**src/rtl/mdp_pkg.sv**
```systemverilog
`default_nettype none
// ============================================================================
// Module      : mdp_pkg
// Description : Shared definitions for the book update scheduler: action and
//               entry-type encodings, scheduler FSM states, the order-book
//               message body, and a field legality helper.
// Revision    : 1.0 - initial release
// ============================================================================
package mdp_pkg;

    // Action encodings
    localparam logic [1:0] c_ACT_NEW    = 2'd0;
    localparam logic [1:0] c_ACT_CHANGE = 2'd1;
    localparam logic [1:0] c_ACT_DELETE = 2'd2;

    // Entry-type encodings
    localparam logic [1:0] c_ENTRY_BID  = 2'd0;
    localparam logic [1:0] c_ENTRY_ASK  = 2'd1;

    typedef enum logic [1:0] {
        ST_IDLE   = 2'd0,
        ST_ISSUE  = 2'd1,
        ST_SETTLE = 2'd2,
        ST_NOTIFY = 2'd3
    } sched_state_t;

    // Message body. The security ID lives beside it because its width is a
    // module parameter and a package type cannot depend on it.
    typedef struct packed {
        logic [7:0]  num_orders;
        logic [15:0] quantity;
        logic [63:0] price;
        logic [1:0]  action;
        logic [1:0]  entry_type;
    } mdp_msg_t;

    function automatic logic msg_fields_legal(input logic [1:0] action,
                                              input logic [1:0] entry_type);
        return (action <= c_ACT_DELETE) && (entry_type <= c_ENTRY_ASK);
    endfunction

endpackage
`default_nettype wire

```
**src/rtl/sched_fifo.sv**
```systemverilog
`default_nettype none
// ============================================================================
// Module      : sched_fifo
// Description : Synchronous FIFO holding pending scheduler entries. The head
//               entry is presented on pop_data whenever empty is low.
// Ports       : clk, reset (sync, active-high)
//               push, push_data      - write side (ignored when full)
//               pop, pop_data        - read side  (ignored when empty)
//               full, empty          - occupancy flags
// Parameters  : DEPTH (power of two, >= 2), PAYLOAD_T (entry type)
// Revision    : 1.0 - initial release
// ============================================================================
module sched_fifo import mdp_pkg::*; #(
    parameter int  DEPTH     = 4,
    parameter type PAYLOAD_T = mdp_msg_t
) (
    input  logic     clk,
    input  logic     reset,
    input  logic     push,
    input  PAYLOAD_T push_data,
    input  logic     pop,
    output PAYLOAD_T pop_data,
    output logic     full,
    output logic     empty
);

    localparam int             AW           = $clog2(DEPTH);
    localparam logic [AW:0]    c_FULL_COUNT = (AW+1)'(DEPTH);

    PAYLOAD_T          mem_q [DEPTH];
    logic [AW-1:0]     wr_ptr_q, wr_ptr_d;
    logic [AW-1:0]     rd_ptr_q, rd_ptr_d;
    logic [AW:0]       count_q,  count_d;
    logic              w_push;
    logic              w_pop;

    assign full     = (count_q == c_FULL_COUNT);
    assign empty    = (count_q == '0);
    assign w_push   = push && !full;
    assign w_pop    = pop && !empty;
    assign pop_data = mem_q[rd_ptr_q];

    // Pointers wrap naturally because DEPTH is a power of two.
    always_comb begin
        wr_ptr_d = wr_ptr_q;
        rd_ptr_d = rd_ptr_q;
        count_d  = count_q;
        if (w_push) wr_ptr_d = wr_ptr_q + AW'(1);
        if (w_pop)  rd_ptr_d = rd_ptr_q + AW'(1);
        case ({w_push, w_pop})
            2'b10:   count_d = count_q + (AW+1)'(1);
            2'b01:   count_d = count_q - (AW+1)'(1);
            default: count_d = count_q;
        endcase
    end

    always_ff @(posedge clk) begin
        if (reset) begin
            wr_ptr_q <= '0;
            rd_ptr_q <= '0;
            count_q  <= '0;
        end else begin
            wr_ptr_q <= wr_ptr_d;
            rd_ptr_q <= rd_ptr_d;
            count_q  <= count_d;
        end
    end

    // Storage needs no reset: the occupancy counter defines what is valid.
    always_ff @(posedge clk) begin
        if (w_push) mem_q[wr_ptr_q] <= push_data;
    end

endmodule
`default_nettype wire

```
**src/rtl/book_update_scheduler.sv**
```systemverilog
`default_nettype none
// ============================================================================
// Module      : book_update_scheduler
// Description : Buffers parser messages, filters them against the tracked
//               instrument and legal field ranges, and sequences each match
//               to the order book: ISSUE (strobes) -> SETTLE -> NOTIFY
//               (book_updated pulse). Non-matching messages are dropped at
//               one per cycle.
// Ports       : clk, reset (sync, active-high)
//               in_valid/in_ready + in_* fields    - parser message input
//               cfg_security_id, cfg_enable        - filter / issue enable
//               ob_message_ready, ob_enable, ob_*  - order-book interface
//               book_updated, busy                 - status
//               issued_count, dropped_count        - only with
//                                                    BOOK_SCHED_STATS_EN
// Config      : define BOOK_SCHED_STATS_EN to add saturating 32-bit
//               issued/dropped counters.
// Revision    : 1.0 - initial release
// ============================================================================
module book_update_scheduler import mdp_pkg::*; #(
    parameter int FIFO_DEPTH = 4,
    parameter int ID_W       = 32
) (
    input  logic            clk,
    input  logic            reset,
    input  logic            in_valid,
    output logic            in_ready,
    input  logic [7:0]      in_num_orders,
    input  logic [15:0]     in_quantity,
    input  logic [63:0]     in_price,
    input  logic [1:0]      in_action,
    input  logic [1:0]      in_entry_type,
    input  logic [ID_W-1:0] in_security_id,
    input  logic [ID_W-1:0] cfg_security_id,
    input  logic            cfg_enable,
    output logic            ob_message_ready,
    output logic            ob_enable,
    output logic [7:0]      ob_num_orders,
    output logic [15:0]     ob_quantity,
    output logic [63:0]     ob_price,
    output logic [1:0]      ob_action,
    output logic [1:0]      ob_entry_type,
    output logic [ID_W-1:0] ob_security_id,
    output logic            book_updated,
    output logic            busy
`ifdef BOOK_SCHED_STATS_EN
    ,
    output logic [31:0]     issued_count,
    output logic [31:0]     dropped_count
`endif
);

    typedef struct packed {
        logic [ID_W-1:0] security_id;
        mdp_msg_t        msg;
    } sched_entry_t;

    sched_state_t  state_q,  state_d;
    sched_entry_t  hold_q,   hold_d;
    logic          strobe_q, strobe_d;
    logic          notify_q, notify_d;

    sched_entry_t  w_in_entry;
    sched_entry_t  w_head;
    logic          w_fifo_full;
    logic          w_fifo_empty;
    logic          w_push;
    logic          w_pop;
    logic          w_head_match;

    assign w_in_entry.security_id    = in_security_id;
    assign w_in_entry.msg.num_orders = in_num_orders;
    assign w_in_entry.msg.quantity   = in_quantity;
    assign w_in_entry.msg.price      = in_price;
    assign w_in_entry.msg.action     = in_action;
    assign w_in_entry.msg.entry_type = in_entry_type;

    // in_ready depends only on full, never on a same-cycle pop.
    assign in_ready = !reset && !w_fifo_full;
    assign w_push   = in_valid && in_ready;

    sched_fifo #(
        .DEPTH     (FIFO_DEPTH),
        .PAYLOAD_T (sched_entry_t)
    ) u_fifo (
        .clk       (clk),
        .reset     (reset),
        .push      (w_push),
        .push_data (w_in_entry),
        .pop       (w_pop),
        .pop_data  (w_head),
        .full      (w_fifo_full),
        .empty     (w_fifo_empty)
    );

    // cfg_security_id is only consulted here, at pop time.
    assign w_head_match = (w_head.security_id == cfg_security_id) &&
                          msg_fields_legal(w_head.msg.action, w_head.msg.entry_type);

    always_comb begin
        state_d  = state_q;
        hold_d   = hold_q;
        strobe_d = 1'b0;
        notify_d = 1'b0;
        w_pop    = 1'b0;
        case (state_q)
            ST_IDLE: begin
                if (!w_fifo_empty && cfg_enable) begin
                    w_pop = 1'b1;
                    // Discards leave the holding registers (and ob_*) untouched.
                    if (w_head_match) begin
                        hold_d   = w_head;
                        state_d  = ST_ISSUE;
                        strobe_d = 1'b1;
                    end
                end
            end
            ST_ISSUE:  state_d = ST_SETTLE;
            ST_SETTLE: begin
                state_d  = ST_NOTIFY;
                notify_d = 1'b1;
            end
            ST_NOTIFY: state_d = ST_IDLE;
            default:   state_d = ST_IDLE;
        endcase
    end

    always_ff @(posedge clk) begin
        if (reset) begin
            state_q  <= ST_IDLE;
            hold_q   <= '0;
            strobe_q <= 1'b0;
            notify_q <= 1'b0;
        end else begin
            state_q  <= state_d;
            hold_q   <= hold_d;
            strobe_q <= strobe_d;
            notify_q <= notify_d;
        end
    end

    // Outputs are forced low while reset is asserted so that an abort in any
    // state emits nothing further, even in the reset cycle itself.
    assign ob_message_ready = !reset && strobe_q;
    assign ob_enable        = !reset && strobe_q;
    assign book_updated     = !reset && notify_q;
    assign busy             = !reset && ((state_q != ST_IDLE) || !w_fifo_empty);

    assign ob_num_orders  = reset ? '0 : hold_q.msg.num_orders;
    assign ob_quantity    = reset ? '0 : hold_q.msg.quantity;
    assign ob_price       = reset ? '0 : hold_q.msg.price;
    assign ob_action      = reset ? '0 : hold_q.msg.action;
    assign ob_entry_type  = reset ? '0 : hold_q.msg.entry_type;
    assign ob_security_id = reset ? '0 : hold_q.security_id;

`ifdef BOOK_SCHED_STATS_EN
    logic [31:0] issued_q,  issued_d;
    logic [31:0] dropped_q, dropped_d;
    logic        w_drop;

    assign w_drop = w_pop && !w_head_match;

    always_comb begin
        issued_d  = issued_q;
        dropped_d = dropped_q;
        if ((state_q == ST_ISSUE) && (issued_q != '1)) issued_d  = issued_q + 32'd1;
        if (w_drop && (dropped_q != '1))               dropped_d = dropped_q + 32'd1;
    end

    always_ff @(posedge clk) begin
        if (reset) begin
            issued_q  <= '0;
            dropped_q <= '0;
        end else begin
            issued_q  <= issued_d;
            dropped_q <= dropped_d;
        end
    end

    assign issued_count  = issued_q;
    assign dropped_count = dropped_q;
`endif

endmodule
`default_nettype wire

```
**config.mk**
```make
export PLATFORM = sky130hd
export DESIGN_NAME = book_update_scheduler
export DESIGN_NICKNAME = d
export VERILOG_FILES = /design/src/rtl/mdp_pkg.sv /design/src/rtl/sched_fifo.sv /design/src/rtl/book_update_scheduler.sv
export SDC_FILE = /design/constraint.sdc
export NUM_CORES = 1
export LEC_CHECK = 0
export ABC_CLOCK_PERIOD_IN_PS = 4700
export CAP_MARGIN = 20
export CORE_MARGIN = 1
export CORE_UTILIZATION = 51
export DETAILED_ROUTE_END_ITERATION = 16
export PLACE_DENSITY = 0.85
export REMOVE_ABC_BUFFERS = 1
export SLEW_MARGIN = 20
export SYNTH_ARGS = -nofsm -noshare
export SYNTH_HDL_FRONTEND = slang
export SYNTH_SLANG_ARGS = --single-unit
```
**constraint.sdc**
```tcl
create_clock -name clk -period 4.7 [get_ports clk]
set_input_delay 1.175 -clock clk [delete_from_list [all_inputs] [get_ports clk]]
set_output_delay 1.175 -clock clk [all_outputs]
set_load 0.03 [all_outputs]
```
Yosys cells after proc, flatten, opt, wreduce, memory -nomap -nowiden
Memories as Yosys holds them, arrays and structs flattened. A register that Yosys moved wholly into a read port is not among the register bits.
Cells that the tools add are included.
{ "word_totals": {"reg_bits": 135, "ramBits": 496, "in_bits": 160, "output_inout_bits": 129, "elab_cells": 69, "n_memories": 1} }
{ "classes": {"add_sub_neg": 4, "order_cmp": 2, "n_eq_ne": 9, "n_mux": 18, "n_bitwise": 2, "reduce_logical": 21} }
{ "memory_table": {"columns": ["memory", "depth", "width", "read_ports", "rd_clocked_by_memory_dff", "write_ports", "line_no", "text"], "rows": [
  ["u_fifo.mem_q", 4, 124, 1, 1, 1, "sched_fifo.sv:30", "PAYLOAD_T mem_q [DEPTH];"]
]} }
{ "op_table": {"columns": ["operator", "n"], "rows": [
  ["two-way mux 64 bit", 1],
  ["== test 32 bit", 1],
  ["two-way mux 32 bit", 1],
  ["two-way mux 16 bit", 1],
  ["two-way mux 2 bit", 6],
  ["logical AND 1 bit", 10],
  ["two-way mux 8 bit", 1],
  ["one-hot mux 2 bit (4 select lines)", 1],
  ["== test 2 bit (second input constant)", 3],
  ["two-way mux 1 bit", 6],
  ["one-hot mux 3 bit (2 select lines)", 1],
  ["adder 2 x 1 -> 2 bit (second input constant)", 2],
  ["== test 2 x 1 -> 1 bit (second input constant)", 2],
  ["!= test 2 bit (second input constant)", 2],
  ["nonzero test 2 bit", 2],
  ["adder 3 x 1 -> 3 bit (second input constant)", 1],
  ["== test 3 bit (second input constant)", 1],
  ["zero test 1 bit", 3],
  ["zero test 3 bit", 1],
  ["AND reduction 3 bit", 1],
  ["OR reduction 3 bit", 1],
  ["subtractor 3 x 1 -> 3 bit (second input constant)", 1],
  ["<= comparator 2 x 1 -> 1 bit (second input constant)", 1],
  ["<= comparator 2 bit (second input constant)", 1],
  ["4 further kinds", 5]
]} }

Logic depth before layout (Yosys ltp)
{ "logic_depth": {"word_depth": 8, "mapped_depth": 13, "depth_no_buf": 10} }

By module
A second synthesis with hierarchy kept.
{ "hier_totals": {"hier_cells": 1310, "area_unflattened_um2": 24094.4} }
{ "by_module_without_submodules": {"columns": ["mod", "n_inst", "cells_per_inst", "area_each_um2"], "rows": [
  ["sched_fifo", 1, 702, 18340.1],
  ["book_update_scheduler", 1, 608, 5754.3]
]} }

Worst setup path after synthesis
No wires, ideal clock.
{ "synth_path": {"path_kind": "input-to-reg", "from": "input port reset", "to": "memory u_fifo.mem_q[0][0] (netlist name) (enable)", "arrival_time_ps": 5049, "path_slack_ps": -847, "cell_stages": 3, "path_buffers": 1, "path_cell_list": "clkbuf_1 -> a31oi_1 -> and3_1"} }
{ "synth_between": {"elab_chain_len": 6} }
{ "synth_rtl": {"columns": ["element", "line_no", "text"], "rows": [
  ["start: declaration", "book_update_scheduler.sv:25", "input logic reset,"],
  ["zero test 1 bit", "book_update_scheduler.sv:79", "assign in_ready = !reset && !w_fifo_full;"],
  ["logical AND 1 bit", "book_update_scheduler.sv:79", null],
  ["net in_ready", "book_update_scheduler.sv:27", "output logic in_ready,"],
  ["logical AND 1 bit", "book_update_scheduler.sv:80", "assign w_push = in_valid && in_ready;"],
  ["logical AND 1 bit", "sched_fifo.sv:39", "assign w_push = push && !full;"],
  ["two-way mux 1 bit", "sched_fifo.sv:71", "if (w_push) mem_q[wr_ptr_q] <= push_data;"],
  ["two-way mux 1 bit (not written as such)", "sched_fifo.sv:71", null],
  ["end: declaration", "sched_fifo.sv:30", null]
]} }
The timed path passes the listed nets, and every way through them passes these cells.

Final worst setup path
{ "layout_path": {"from": "input port reset", "to": "output port in_ready"} }
{ "layout_between": {"elab_chain_len": 2} }
{ "layout_rtl": {"columns": ["element", "line_no"], "rows": [
  ["zero test 1 bit", "book_update_scheduler.sv:79"],
  ["logical AND 1 bit", "book_update_scheduler.sv:79"],
  ["end: declaration", "book_update_scheduler.sv:27"]
]} }
No other way between the ends.

==> results.cfg <==
[status]
status = complete, no violations

[sta]
tns_ns = 0
max_freq_mhz = 249
finalCriticalPeriod_ns = 4.01
rsz0062_at_grt = no
fin_crit_sh_pct = 85.3
slew_viol_final = 0
clock_skew_ns = 0.0185
setup-violations-final = 0
slew_headroom_pct = 34.4
worstMarginPinSlew_ns = 0.984
finalHoldViolCount = 0

[routing]
wl_met2_mm = 26.6
wl_met3_mm = 3.54
routed.top_layer = met5
via_per_inst = 5.41
dr.pass1.iters = 5
initialDrtViolationCount = 859
wl_met1_mm = 21.3
ant_nets = 0
routed_wl_mm = 52.6
route.detailed.drc = 0
avgRoutedWirePerCell_um = 21.6
vias = 13200

[clocking]
path_clk_slew_ns = 0.06
cts_resized = 0
cts.sinks = 633
cts-root-buf = clkbuf_16
clk_latency_ns = 0.59
postCtsSetupBuffers = 0
htree_levels = 3
clk_path_buf_depth = 3
cts_buffers = 66
cts_hold_buf = 0
cts_tree = built

[placed_design]
hpwl_mm = 32.3
dpl.cell_count = 2313
globalplace.congestion = 0.858
port_buffers = 288
place_area_um2 = 29100

[power_and_ir_drop]
switchingPower_mw = 3.02
pwr-share-seq_pct = 47.5
ir_drop_mv = 0.374
p_leak_nw = 10.4
p_int_mw = 10.4
switching_share_pct = 22.5
pwr-share-clk_pct = 39.2
cellPowerDensity_nw_per_um2 = 428
power_frac_comb_pct = 13.3

[floorplan]
initial_utilization_pct = 51.8
core-area_um2 = 49000
die_w_um = 225
die_h_um = 225
dieArea_um2 = 50600
rows = 81
io_pins = 289

[setup_path]
cp.arrival_ns = 2.84
cp-end-kind = primary output
cp-start-kind = input port
crit_fanout = 44
worstSetupPathType = input port to primary output
worst-endpoint-required_ns = 3.52

[synth]
netlist_area_um2 = 25300
synth_top_flop_cell = edfxtp_1
ys_seq_elements = 633
syn_area_per_cell_um2 = 18.2
synthCells = 1396
synth_edf_count = 496
synthArstFlopShare_pct = 0
ys.warnings.count = 0
seq_area_frac_synth_pct = 69.6
ys_types = 55

[global_route]
overflow = 0
track_usage_pct = 21.0
grt_first_pass_wirelength_mm = 80.2
grt_start_max_net_pins = 77
antenna_found_initial = 6
grt_pass1_vias = 13900

[cells_and_area]
fin_cells = 2434
fin_area_um2 = 31300
area_growth_pct = 23.6
drive_gt1_share_pct = 22.1
final_net_count = 1886
final_util_pct = 64.0
fill_cells = 3281

[hold_path]
min_path_type = flip-flop to flip-flop

[run]
max_cap_violations = 0
-- cell families (layout without fill, tap and decap cells) --
group	after synthesis	count (layout)	share of synthesized area (%)
DFF	633	633	69.6
other	0	2	0
muxes	267	267	17.6
adders and majority gates	9	9	0.474
buffers and inverters	91	463	2.21
xor gates and xnor gates	31	31	1.10
AOI/OAI and AO/OA	46	46	1.31
and+or+nand+nor	319	319	7.71
-- placed cells by master, fill, tap and decap left out, types with 3 or more instances in the layout --
cell type and n:
a211oi_1 12, a21oi_1 9, and2_1 3, and3_4 4, and4_1 3, buf_12 17, buf_4 25, bufinv_16 7
clkbuf_1 18, clkbuf_16 67, clkbuf_8 12, clkdlybuf4s50_1 287, clkinv_1 3, clkinv_2 7, clkinvlp_4 3, dfxtp_1 135
edfxtp_1 496, ha_1 8, inv_1 14, inv_6 3, mux2_2 59, mux2_4 70, mux2i_1 29, mux4_2 109
nand2_1 8, nand2b_1 3, nand3_1 7, nand4_1 6, nor2_1 20, nor2b_1 249, o21ai_0 4, o22ai_1 3
or3_1 3, xnor2_1 20, xor2_1 10
-- worst paths after layout --
| path | startpoint | to | slack [ns] | cells past startpoint |
|---|---|---|---|---|
| setup / recovery | reset | in_ready | 0.69 | 3 |
| hold reg to reg | u_fifo.rd_ptr_q[1] | u_fifo.rd_ptr_q[1] | 0.53 | 2 |
| setup reg to reg | flip-flop | hold_q[91] | 0.81 | 8 |
| hold / removal | u_fifo.rd_ptr_q[1] | u_fifo.rd_ptr_q[1] | 0.53 | 2 |
-- synth_stat cells (all sizes together), types with 3 or more instances --
cell type	number	area [um^2]
xor2	10	87.6
and2	3	18.8
nand2	8	30.0
mux2i	29	290
mux2	129	1720
mux4	109	2450
a211oi	12	90.1
nand3	7	35.0
and4	4	35.0
nor2b	249	1560
and3	6	37.5
nor2	20	75.1
ha	8	100
dfxtp	137	2740
or3	3	18.8
buf	41	372
clkbuf	36	135
nand2b	3	18.8
o22ai	3	18.8
nand4	6	37.5
o21ai	4	20.0
a21oi	9	45.0
edfxtp	496	14900
xnor2	21	191
inv	14	52.6
-- critical path: stages --
cell and delay (ns):
clkbuf_8 0.26, a31oi_1 0.51, clkdlybuf4s50_1 0.84
-- power by group through the flow --
stage          Combinational (mW)  Clock [mW]  Sequential [mW]
2_1_floorplan                1.24           0             6.63
3_3_place_gp                 1.74           0             6.48
3_5_place_dp                 1.78           0             6.50
4_1_cts                      1.80        5.35             6.38
5_1_grt                      1.92        5.56             6.40
6_report                     1.78        5.26             6.38
-- through the flow --
stage / hold WS [ns] / setup WS [ns] / power (mW)
CTS: 0.534 / 0.716 / 13.5
finish: 0.526 / 0.690 / 13.4
floorplan: 0.466 / -6.39 / 7.87
global placement: 0.481 / 0.734 / 8.22
detailed placement: 0.515 / 0.703 / 8.28
global route: 0.549 / 0.603 / 13.9
-- registers in the layout, indices dropped and copies added (netlist names), named ones only --
| name | count |
|---|---|
| hold_q | 124 |
| notify_q | 1 |
| state_q | 2 |
| strobe_q | 1 |
| u_fifo.count_q | 3 |
| u_fifo.mem_q | 496 |
| u_fifo.rd_ptr_q | 2 |
| u_fifo.wr_ptr_q | 2 |
-- final cells by class --
cell class	count	area [um^2]	share of cell area [%]
Antenna cell	2	5.00	0.0160
Clock buffer	96	1900	6.05
Clock inverter	23	305	0.975
Inverter	14	52.6	0.168
Multi-Input combinational cell	672	7170	22.9
Sequential cell	633	17600	56.3
Tap cell	664	831	2.65
Timing Repair Buffer	330	3410	10.9
-- metal layers --
metal	up-vias	GRT usage (%)
li1	5974	-
met1	6720	26.1
met2	381	35.7
met3	96	5.96
met4	8	6.47
met5	-	0
Power figures use the tool's default switching activity.
